`src/rtl/matrix_add_sub_3x3.sv`:
```
`default_nettype none
// ============================================================================
// Module      : matrix_add_sub_3x3
// Description : Element-wise signed matrix adder/subtractor for M x P
//               operands. A and B live in internal register files loaded one
//               word per cycle through independent write ports. On start the
//               unit streams C = A + B (op=0) or C = A - B (op=1) row-major,
//               one element per cycle, then pulses done for one cycle.
// Ports       :
//   clk          in   clock, rising edge
//   rst          in   asynchronous active-high reset
//   start        in   begin a run (sampled in IDLE only)
//   op           in   0 = add, 1 = subtract (latched on accepted start)
//   a_in/a_addr/a_wen   A write port (row-major address row*P+col)
//   b_in/b_addr/b_wen   B write port
//   c_out        out  registered result element
//   c_valid      out  c_out / i_count_out valid this cycle
//   done         out  one-cycle completion pulse
//   i_count_out  out  linear index of the element on c_out
// Revision    : 1.0 - initial release
// ============================================================================
module matrix_add_sub_3x3 #(
    parameter  int M          = 3,
    parameter  int P          = 3,
    parameter  int DATA_WIDTH = 32,
    localparam int AW         = (M * P > 1) ? $clog2(M * P) : 1
) (
    input  logic                         clk,
    input  logic                         rst,
    input  logic                         start,
    input  logic                         op,
    input  logic signed [DATA_WIDTH-1:0] a_in,
    input  logic        [AW-1:0]         a_addr,
    input  logic                         a_wen,
    input  logic signed [DATA_WIDTH-1:0] b_in,
    input  logic        [AW-1:0]         b_addr,
    input  logic                         b_wen,
    output logic signed [DATA_WIDTH-1:0] c_out,
    output logic                         c_valid,
    output logic                         done,
    output logic        [AW-1:0]         i_count_out
);

    localparam int            c_N     = M * P;
    localparam logic [AW:0]   c_N_EXT = (AW + 1)'(c_N);
    localparam logic [AW-1:0] c_LAST  = AW'(c_N - 1);

    localparam logic [1:0] c_ST_IDLE = 2'd0;
    localparam logic [1:0] c_ST_RUN  = 2'd1;
    localparam logic [1:0] c_ST_DONE = 2'd2;

    // ------------------------------------------------------------------
    // Operand storage
    // ------------------------------------------------------------------
    logic signed [DATA_WIDTH-1:0] mem_a_q [c_N];
    logic signed [DATA_WIDTH-1:0] mem_b_q [c_N];

    // Addresses past the last element are dropped rather than aliased.
    logic w_a_wr;
    logic w_b_wr;
    assign w_a_wr = a_wen && ({1'b0, a_addr} < c_N_EXT);
    assign w_b_wr = b_wen && ({1'b0, b_addr} < c_N_EXT);

    always_ff @(posedge clk or posedge rst) begin
        if (rst) begin
            for (int i = 0; i < c_N; i++) begin
                mem_a_q[i] <= '0;
                mem_b_q[i] <= '0;
            end
        end else begin
            if (w_a_wr) begin
                mem_a_q[a_addr] <= a_in;
            end
            if (w_b_wr) begin
                mem_b_q[b_addr] <= b_in;
            end
        end
    end

    // ------------------------------------------------------------------
    // Control state and registered outputs
    // ------------------------------------------------------------------
    logic [1:0]                   state_q, state_d;
    logic [AW-1:0]                idx_q, idx_d;
    logic                         op_q, op_d;
    logic signed [DATA_WIDTH-1:0] c_out_q, c_out_d;
    logic                         c_valid_q, c_valid_d;
    logic                         done_q, done_d;
    logic [AW-1:0]                i_count_q, i_count_d;

    // State register (plus the registered datapath outputs).
    always_ff @(posedge clk or posedge rst) begin
        if (rst) begin
            state_q   <= c_ST_IDLE;
            idx_q     <= '0;
            op_q      <= 1'b0;
            c_out_q   <= '0;
            c_valid_q <= 1'b0;
            done_q    <= 1'b0;
            i_count_q <= '0;
        end else begin
            state_q   <= state_d;
            idx_q     <= idx_d;
            op_q      <= op_d;
            c_out_q   <= c_out_d;
            c_valid_q <= c_valid_d;
            done_q    <= done_d;
            i_count_q <= i_count_d;
        end
    end

    // Next-state logic.
    always_comb begin
        state_d = state_q;
        case (state_q)
            c_ST_IDLE: if (start) state_d = c_ST_RUN;
            c_ST_RUN:  if (idx_q == c_LAST) state_d = c_ST_DONE;
            c_ST_DONE: state_d = c_ST_IDLE;
            default:   state_d = c_ST_IDLE;
        endcase
    end

    // Results use the register-file contents before the edge that
    // captures them; a same-cycle write lands only afterwards.
    logic signed [DATA_WIDTH-1:0] w_sum;
    logic signed [DATA_WIDTH-1:0] w_diff;
    assign w_sum  = mem_a_q[idx_q] + mem_b_q[idx_q];
    assign w_diff = mem_a_q[idx_q] - mem_b_q[idx_q];

    // Output / datapath logic. c_out and i_count_out hold when idle.
    always_comb begin
        idx_d     = idx_q;
        op_d      = op_q;
        c_out_d   = c_out_q;
        c_valid_d = 1'b0;
        done_d    = 1'b0;
        i_count_d = i_count_q;
        case (state_q)
            c_ST_IDLE: begin
                if (start) begin
                    op_d  = op;
                    idx_d = '0;
                end
            end
            c_ST_RUN: begin
                c_out_d   = op_q ? w_diff : w_sum;
                c_valid_d = 1'b1;
                i_count_d = idx_q;
                if (idx_q != c_LAST) begin
                    idx_d = idx_q + 1'b1;
                end
            end
            c_ST_DONE: begin
                done_d = 1'b1;
            end
            default: begin
                idx_d = '0;
            end
        endcase
    end

    assign c_out       = c_out_q;
    assign c_valid     = c_valid_q;
    assign done        = done_q;
    assign i_count_out = i_count_q;

endmodule
`default_nettype wire

```
`config.mk`:
```
export PLATFORM = sky130hd
export DESIGN_NAME = matrix_add_sub_3x3
export DESIGN_NICKNAME = d
export VERILOG_FILES = /design/src/rtl/matrix_add_sub_3x3.sv
export SDC_FILE = /design/constraint.sdc
export NUM_CORES = 1
export LEC_CHECK = 0
export CAP_MARGIN = 20
export CORE_UTILIZATION = 50
export DETAILED_ROUTE_END_ITERATION = 10
export PLACE_DENSITY = 0.66
export SYNTH_ARGS = -nofsm -noshare
export SYNTH_HDL_FRONTEND = slang
export SYNTH_SLANG_ARGS = --single-unit
```
`constraint.sdc`:
```
create_clock -name clk -period 31.3 [get_ports clk]
set_input_delay 6.26 -clock clk [delete_from_list [all_inputs] [get_ports clk]]
set_output_delay 6.26 -clock clk [all_outputs]
set_load 0.05 [all_outputs]
```
==> results.md, run 1 <==
- Vias/cell: around 6.0
- Layout cells sized above 1: just under 40%
- Reg2reg setup slack: around 25 ns
- Skew final: around 0.018 ns
- Port bufs: approximately 120
- Drc violations: 0
- Final Cycle Share: 30.37%
- # fillers: about 4,600
- Avg Cell Area, Syn: 14.03 um2
- Slew margin rel.: between 20% and 30%
- Sequential-to-total area share from yosys stat: between 50% and 60%
- Total power: approximately 3600 uW
- Slowest-stage cell, CP: buf_4
- P per Cell Area: 107.9 nW/um2
- Critical path origin: rst
- Hold depth: 1
- Die H: approximately 240 um
- Total Routing Usage GR: between 20 and 25%
- Clock sink count: roughly 620
- Reg clk slew, reported paths: about 0.060 ns
- Clk Latency, worst-skew pair: roughly 0.60 ns
- Synthesis-to-finish area growth: 14.13%
- Comb pwr share: 45.6%
- Cts bufs inserted: 68
- Arr. time, crit path: between 10 and 15 ns
- Die footprint: between 50,000 and 60,000 um2
- Reg-to-reg critical path startpoint: idx_q[2]
- Die W: roughly 240 um
- Flops & latches, synth: 621
- Met3 routed WL: 2852 um
- Hold WS: 0.4613 ns
- Pleak: approximately 0.014 uW
- Net Switching: 1382 uW
- Critical path depth in cells: 5
- Vias in the first global route: 19,103
- Min cycle time layout: about 9.5 ns
- Fmax: 105.2 MHz
- Post-synth top flop: dfrtp_1
- Final Hold Vio Count: 0
- Status: finished clean
- Synth top area cells: dfrtp_1 (53%), mux2_2 (24%), mux4_2 (7.8%), ha_1 (1.4%), nand2_1 (1.4%)
- Final Max Slew Viols: 0
- Post-synthesis cell count: about 2,100
- RSZ-0062 raised after global routing: false
- Crit-path max cell delay: about 0.86 ns
- CTS H-tree depth: 3
- Crit path top cell by count: buf_4
- CP delay by family, top: buffers and inverters
- DRT Wirelength: 71,310 um
- Area occupied by registers: 15,550 um2
- Setup_tns: 0 ns
- Row count: between 80 and 90
- Nets: approximately 2,300
- R2R cell count: 22
- Worst-Margin Slew: roughly 1.1 ns
- Top-area cell type share of the netlist area: between 50% and 60%
- Internal power: between 2000 and 2500 uW
- Critical R2R Capture: c_out[31]
- Post-Syn Area: approximately 29,000 um2
- Highest routed layer: met4
- Netlist cell types: 58
- Crit path cell chain: clkdlybuf4s50_1, inv_8, buf_4, buf_4, buf_4
- CTS tree: done
- CTS Hold Bufs: 0
- Crit Path Class: input port to async pin
- Clock share of power: around 22%
- Post-route ant nets: 0
- Mapped Nets: around 2,200
- Worst Path Required: 31.91 ns
- Final setup violating endpoints: 0
- Via count: approximately 18,000
- Setup bufs post-CTS: 0
- Iter 0 DRT Violations: 1,227
- Worst Hold Launch: state_q[1]
- WP buf/inv: 5
- Crit Path Max Fanout: 143
- M1 WL: 32,120 um
- IO Pins: ~120
- Core area: ~58,000 um2
- Reg power frac: about a third
- CTS max path bufs: 3
- Area leader, netlist: dfrtp_1
- Initial Utilization: 50.84%
- Sw Ratio: 38.10%
- Overflow after GRT: 0
- First-pass GRT wire length: 112,500 um
- First-pass DRT Iterations: 5
- DR WL/cell: around 24 um
- Clk root buf: clkbuf_16
- Max-cap violations: 0
- VDD IR max: between 0.1 and 0.15 mV
- Post-synth EDFFs: 0
- Maximum number of pins on one net before global-route repair: ~140
- Worst hold path endpoint: state_q[0]
- Syn. warnings: 0
- DP HPWL: around 43,000 um
- Asr flop ratio synth: 100.0%
- Post-cts resize count: 0
- Initial antenna violation count: 3
- Post-layout util: slightly below 60%
- Hold crit path type: flop to flop
- Multi-input logic area: around 13,000 um2
- Worst Setup End Kind: async pin
- Crit start category: input port
- Met2 wire length: 34,530 um
- GPL Wtd Cong: roughly 0.87
==> final cells by class <==
cell class | instances | share of cell area [%]
Antenna cell | 3 | 0.02234
Inverter | 17 | 0.2122
Sequential cell | 621 | 46.28
Timing Repair Buffer | 156 | 4.487
Clock inverter | 11 | 0.4133
Multi-Input combinational cell | 1331 | 39.61
Clock buffer | 105 | 6.122
Tap cell | 765 | 2.849
==> placed cells by master (no fill, tap or decap), types with 4 or more instances in the layout <==
cell type / count
mux2_2: 619
dfrtp_1: 617
clkdlybuf4s50_1: 115
nand2_1: 111
mux4_2: 102
o21ai_0: 81
clkbuf_16: 73
nor2_1: 57
a21oi_1: 46
buf_4: 37
mux2i_1: 34
ha_1: 34
xnor2_1: 30
xor2_1: 28
o22ai_1: 23
clkbuf_1: 21
a21o_1: 18
o31ai_1: 16
inv_1: 15
a31oi_1: 14
clkbuf_8: 11
nor3_1: 10
a222oi_1: 10
nand3_1: 8
nand2b_1: 7
nand3b_1: 6
and3_1: 6
clkinv_2: 6
nor2b_1: 5
mux4_1: 5
o21a_1: 4
==> cell families (layout without fill, tap and decap cells) <==
logic type,count (synthesis),in the layout,synth area share [%]
AOI/OAI and AO/OA,231,231,4.777
xor gates and xnor gates,58,58,1.725
adders and majority gates,35,35,1.513
buffers and inverters,147,289,2.214
DFF,621,621,52.78
muxes,760,760,33.08
other,0,3,0
and+or+nand+nor,247,247,3.914
==> flip-flops by register name, indices dropped and copies added, names as in the netlist <==
signal,count
idx_q,4
state_q,2
op_q,1
i_count_out,4
done,1
c_out,32
mem_a_q,288
c_valid,1
mem_b_q,288
==> routing by layer <==
layer / global-route usage, % / vias to the layer above
met5: 0 / -
met4: 8.493 / 0
met3: 3.324 / 98
met2: 39.75 / 402
met1: 33.95 / 9535
li1: - / 7938
==> per-stage QoR <==
| step | cells | instance area, um2 | setup slack, ns |
|---|---|---|---|
| 6_report | 3009 | 33600 | 21.79 |
| 5_1_grt | 3008 | 33600 | 21.17 |
| 4_1_cts | 3004 | 33560 | 21.58 |
| 3_5_place_dp | 2888 | 31360 | 20.94 |
| 3_3_place_gp | 2886 | 31320 | 21.11 |
| 2_1_floorplan | 2099 | 29440 | 7.650 |
==> how the worst max path moves through the flow <==
| stage | slack, ns | to |
|---|---|---|
| finish | 21.79 | mem_a_q[204] |
| global route | 21.17 | mem_a_q[99] |
| CTS | 21.58 | mem_a_q[103] |
| detailed placement | 20.94 | mem_a_q[67] |
| global placement | 21.11 | mem_a_q[35] |
| floorplan | 7.65 | c_out[0] |
==> power by group through the flow <==
stage	logic, uW	registers (uW)	clock network, uW
2_1_floorplan	1210	1180	0
3_3_place_gp	1600	1180	0
3_5_place_dp	1650	1190	0
4_1_cts	1650	1180	811
5_1_grt	1800	1200	845
6_report	1650	1180	795
==> Yosys cell counts, drive strengths merged (5+ instances only) <==
library cell,instances
a21o,18
mux2,619
mux4,107
nor2b,6
nand3,8
nor3b,5
nand2b,8
nor2,60
nand3b,6
inv,17
a31oi,14
o22ai,23
ha,34
nand2,113
mux2i,34
and3,6
clkbuf,76
xnor2,30
dfrtp,621
xor2,28
nor3,13
buf,54
a222oi,10
a21oi,46
o21ai,82
o31ai,16
(Power assumes the default switching activity.)
==> inputs of run 2 (changes only) <==
--- a/config.mk
+++ b/config.mk
@@ -8,7 +8,7 @@
 export CAP_MARGIN = 20
 export CORE_UTILIZATION = 50
 export DETAILED_ROUTE_END_ITERATION = 10
-export PLACE_DENSITY = 0.66
+export PLACE_DENSITY = 0.68
 export SYNTH_ARGS = -nofsm -noshare
 export SYNTH_HDL_FRONTEND = slang
 export SYNTH_SLANG_ARGS = --single-unit
==> constraint.sdc (replaced) <==
create_clock -name clk -period 7.7 [get_ports clk]
set_input_delay 1.54 -clock clk [delete_from_list [all_inputs] [get_ports clk]]
set_output_delay 1.54 -clock clk [all_outputs]
set_load 0.05 [all_outputs]
==> results.md, run 2 (synthesis results as in run 1) <==
- First-pass DRT Iterations: 5
- Net Switching: around 5700 uW
- Final Hold Vio Count: 0
- Slew margin rel.: a little under a third
- DR WL/cell: about 23 um
- Initial Utilization: about half
- GPL Wtd Cong: slightly above 0.9
- Final setup violating endpoints: 0
- First-pass GRT wire length: between 100,000 and 150,000 um
- Worst Path Required: between 8 and 9 ns
- DP HPWL: ~43,000 um
- Nets: around 2,300
- Commonest non-fill, non-tap cell in the layout: mux2_2
- Initial antenna violation count: 1
- Area occupied by registers: ~16,000 um2
- CTS tree: done
- Vias in the first global route: approximately 19,000
- Final Cycle Share: ~78%
- Crit start category: flop
- Sw Ratio: 38.49%
- Setup bufs post-CTS: 0
- Min cycle time layout: between 5 and 6 ns
- CTS Hold Bufs: 0
- Iter 0 DRT Violations: 1,278
- Layout cells sized above 1: between 30% and 40%
- Total Routing Usage GR: between 20% and 30%
- Via count: 17,871
- Drc violations: 0
- Reg power frac: about 31%
- Internal power: 9173 uW
- Row count: 88
- DRT Wirelength: roughly 70,000 um
- Comb pwr share: a little under half
- Post-route ant nets: 0
- Clk root buf: clkbuf_16
- Worst-Margin Slew: between 1 and 1.5 ns
- # diodes: 0
- Post-cts resize count: 0
- Clk Latency, worst-skew pair: just over 0.6 ns
- Cts bufs inserted: 68
- Setup_tns: 0 ns
- Maximum number of pins on one net before global-route repair: 182
- Status: finished clean
- VDD IR max: roughly 0.3 mV
- Die W: around 240 um
- Skew final: approximately 0.024 ns
- Core area: around 58,000 um2
- Crit Path Max Fanout: 48
- Reg clk slew, reported paths: approximately 0.06 ns
- Final Max Slew Viols: 0
- Port bufs: ~120
- Die footprint: ~60,000 um2
- Hold crit path type: flop to flop
- P per Cell Area: about 440 nW/um2
- Vias/cell: between 5 and 6
- Arr. time, crit path: approximately 6.4 ns
- Fmax: 167.2 MHz
- Die H: ~240 um
- Crit Path Class: flop to flop
- Pleak: 0.01440 uW
- Max-cap violations: 0
- CTS max path bufs: 3
- RSZ-0062 raised after global routing: false
- Layout Cells excl Fill: 3,011
- IO Pins: approximately 120
- Most frequent cells in the layout: mux2_2 (619), dfrtp_1 (617), clkdlybuf4s50_1 (115)
- Clock share of power: roughly 22%
- Placed Instances: 2,888
- Overflow after GRT: 0
- Multi-input logic area: roughly 13,000 um2
- Synthesis-to-finish area growth: 14.38%
- Worst Setup End Kind: flop
- Clock sink count: 621
- # fillers: between 4,000 and 5,000
- CTS H-tree depth: 3
-- run 2: changes by cell type in the layout (fill, tap and decap cells not counted), sizes merged --
cell,delta
diode,-3
bufinv,+2
clkbuf,-12
clkinvlp,+1
inv,+5
clkinv,+9
-- run 2: final timing paths --
path	start	end	slack, ns	cells past startpoint
min	state_q[1]	state_q[0]	0.46	1
max	idx_q[0]	c_out[30]	1.72	19
min in group asynchronous	rst	c_out[21]	1.36	2
min reg2reg	state_q[1]	state_q[0]	0.46	1
max in group asynchronous	rst	mem_a_q[232]	4.60	4
max reg2reg	idx_q[0]	c_out[30]	1.72	19
-- run 2: area by class of cell --
cell class / instances / share of cell area [%]
flip-flops and latches: 621 / 46.18
multi-input cells: 1331 / 39.51
clock buffers: 93 / 5.810
repair buffers: 156 / 4.577
well taps: 765 / 2.842
clock inverters: 28 / 0.8805
inverters: 17 / 0.2006
-- run 2: worst max-delay path, cell delays in order, from the launching register on --
cell and delay (ns):
dfrtp_4 0.95, mux4_1 0.67, nor2_1 0.10, o31ai_1 0.15
nor4_2 0.42, and3_1 0.36, and3b_1 0.27, nor2b_1 0.39
a21oi_1 0.14, xnor2_1 0.15, ha_1 0.41, and3_1 0.18
a21oi_1 0.10, o21ai_0 0.14, nor4b_1 0.45, o31ai_1 0.25
a21bo_2 0.25, a21oi_1 0.17, xor2_1 0.15, o21ai_0 0.08
-- run 2: power by group through the flow --
stage	Clock (uW)	Sequential [uW]	Combinational [uW]
3_5_place_dp	0	4730	6900
2_1_floorplan	0	4810	4900
4_1_cts	3340	4670	6950
6_report	3270	4670	6980
5_1_grt	3480	4780	7560
3_3_place_gp	0	4680	6780
-- run 2: metal layers --
metal | wire [um] | global-route usage [%] | part of all wire (%)
met2 | 35010 | 40.46 | 50
met5 | 0 | 0 | 0
met4 | 1118 | 6.342 | 1.6
met3 | 2518 | 2.985 | 3.6
met1 | 31510 | 33.88 | 45
-- run 2: through the flow --
step	hold WS (ns)	utilization (%)	power, uW	instance area (um2)	setup slack (ns)
final	0.4583	58.15	14910	33680	1.719
after global routing	0.4983	58.15	15820	33680	1.319
after CTS	0.4616	58.07	14960	33630	1.823
after detailed placement	0.4529	54.18	11630	31380	1.856
after global placement	0.4431	54.18	11460	31380	1.999
after floorplan	0.4267	-	9713	29450	-2.317
==> inputs of run 3 (changes only) <==
==> constraint.sdc (replaced) <==
create_clock -name clk -period 5.2 [get_ports clk]
set_input_delay 1.04 -clock clk [delete_from_list [all_inputs] [get_ports clk]]
set_output_delay 1.04 -clock clk [all_outputs]
set_load 0.05 [all_outputs]
==> results.md, run 3 (synthesis results as in run 1) <==
- Status: finished clean
- Crit path cell chain: buf_12, mux4_2, nor2_1, o31a_1, and4_1, nand2_1, and4b_1, nor2_1, xnor2_1, ha_1, and3_1, a21oi_1, o21ai_0, nor4b_2, buf_4, o31ai_2, a21bo_2, a21oi_1, xor2_1, o21ai_0
- Clk Latency, worst-skew pair: 0.59 ns
- Vias/cell: 5.911
- Maximum number of pins on one net before global-route repair: 108
- CTS Hold Bufs: 0
- Hold crit path type: flop to flop
- CTS H-tree depth: 3
- Crit-path max cell delay: approximately 0.57 ns
- Row count: roughly 90
- DP HPWL: between 40,000 and 50,000 um
- Total Routing Usage GR: between 20 and 25%
- Fmax: 199.3 MHz
- Iter 0 DRT Violations: 1,079
- Worst Setup End Kind: flop
- Die W: 244.7 um
- Final Hold Vio Count: 0
- Post-layout util: between 50% and 60%
- Total power: 22,540 uW
- Worst-Margin Slew: 1.022 ns
- Layout cells sized above 1: between 40% and 50%
- Initial Utilization: roughly 50%
- Placed Instances: ~3,000
- Min cycle time layout: 5.018 ns
- Die footprint: ~60,000 um2
- Vias in the first global route: approximately 19,000
- Sw Ratio: a little under two fifths
- First-pass DRT Iterations: 8
- Hold WS: about 0.46 ns
- Commonest non-fill, non-tap cell in the layout: mux2_2
- P per Cell Area: approximately 660 nW/um2
- Arr. time, crit path: 5.45 ns
- Reg clk slew, reported paths: 0.06 ns
- Synthesis-to-finish area growth: 16.36%
- Final WS setup: between 0.15 and 0.2 ns
- Final Cycle Share: between 90 and 100%
- Net Switching: around 8500 uW
- CTS tree: done
- Crit Path Max Fanout: 25
- Clock share of power: approximately a fifth
- Core area: between 50,000 and 60,000 um2
- DRT Wirelength: slightly above 70,000 um
- Max-cap violations: 0
- Port bufs: ~120
- Overflow after GRT: 0
- Clk root buf: clkbuf_16
- Clock sink count: slightly above 600
- Cts bufs inserted: 66
- Reg power frac: 30.3%
- R2R cell count: 20
- Pleak: approximately 0.015 uW
- Die H: around 240 um
- Crit start category: flop
- Internal power: around 14,000 uW
- VDD IR max: around 0.53 mV
- Initial antenna violation count: 1
- Nets: between 2,000 and 2,500
- Most frequent cells in the layout: mux2_2 (619), dfrtp_1 (617), clkdlybuf4s50_1 (115)
- Comb pwr share: between 40% and 50%
- Worst Path Required: roughly 5.6 ns
- Setup WS pre-CTS: roughly 0.0053 ns
- Final setup violating endpoints: 0
- Crit Path Class: flop to flop
- CTS max path bufs: 3
- Post-route ant nets: 0
- Layout Cells excl Fill: 3,061
- Slew margin rel.: between 30% and 40%
- Hold depth: 1
- First-pass GRT wire length: roughly 110,000 um
- DR WL/cell: approximately 23 um
- Drc violations: 0
- Final Max Slew Viols: 0
- Slowest-stage cell, CP: dfrtp_4
- GPL Wtd Cong: a little under 0.9
- Skew final: approximately 0.016 ns
- IO Pins: approximately 120
- RSZ-0062 raised after global routing: false
- Via count: 18,094
[run 3: changes by cell type in the layout (fill, tap and decap cells not counted), moves of 2 or more]
cell / delta
clkinv_2: -7
buf_16: +2
o31ai_1: -6
inv_6: -4
clkbuf_1: +9
and3_1: -2
buf_12: +10
clkbuf_16: +4
and3_2: +2
buf_4: +38
o31ai_2: +6
bufinv_16: -4
[run 3: metal layers]
layer,global-route usage [%],wire (um),up-vias
met4,7.849,1575,0
li1,-,-,8037
met1,33.51,31670,9575
met5,0,0,-
met3,3.455,2985,93
met2,41.03,35270,389
[run 3: stage by stage]
stage | instance area [um2] | TNS, ns
floorplan | 29450 | -2680.84
global placement | 31890 | 0
detailed placement | 31920 | 0
CTS | 34110 | 0
global route | 34260 | 0
finish | 34260 | 0
[run 3: worst paths after layout]
| path | from | to | slack, ns |
|---|---|---|---|
| setup reg to reg | idx_q[0] | c_out[30] | 0.18 |
| setup / recovery | idx_q[0] | c_out[30] | 0.18 |
| max in group asynchronous | rst | mem_b_q[60] | 3.09 |
| hold reg to reg | state_q[1] | state_q[0] | 0.46 |
| min in group asynchronous | rst | c_out[16] | 0.95 |
| hold / removal | state_q[1] | state_q[0] | 0.46 |
[run 3: power by group through the flow]
stage / Sequential [uW] / Clock, uW / Combinational [uW]
after floorplan: 7130 / 0 / 7260
after global placement: 6840 / 0 / 10600
after detailed placement: 6920 / 0 / 10800
after CTS: 6850 / 4730 / 10900
after global routing: 7000 / 4930 / 12000
final: 6840 / 4630 / 11100
[run 3: repair_timing]
action,CTS,global route
hold endpoints to repair,0,0
endpoints found under the setup margin,1,9
gates resized for setup,3,14
setup buffers,0,4
pin swaps,0,2
gates cloned,1,2
[run 3: critical path, delay by kind of cell, from the launching register on]
| family | cells | cell delay [ns] |
|---|---|---|
| XOR/XNOR | 2 | 0.37 |
| adder cells (fa/ha/maj) | 1 | 0.31 |
| AO/OA/AOI/OAI | 7 | 1.21 |
| flip-flops | 1 | 0.57 |
| multiplexers | 1 | 0.52 |
| buffers and inverters | 2 | 0.40 |
| AND/OR/NAND/NOR | 7 | 1.43 |
[run 3: cell type report]
class                   instances  area, um2
diodes                          1      2.502
clock buffers                 105       2054
clock inverters                11      87.58
fillers                      4528      23660
inverters                      17      67.56
multi-input cells            1331      13360
flip-flops and latches        621      15550
well taps                     765      957.2
repair buffers                210       2176
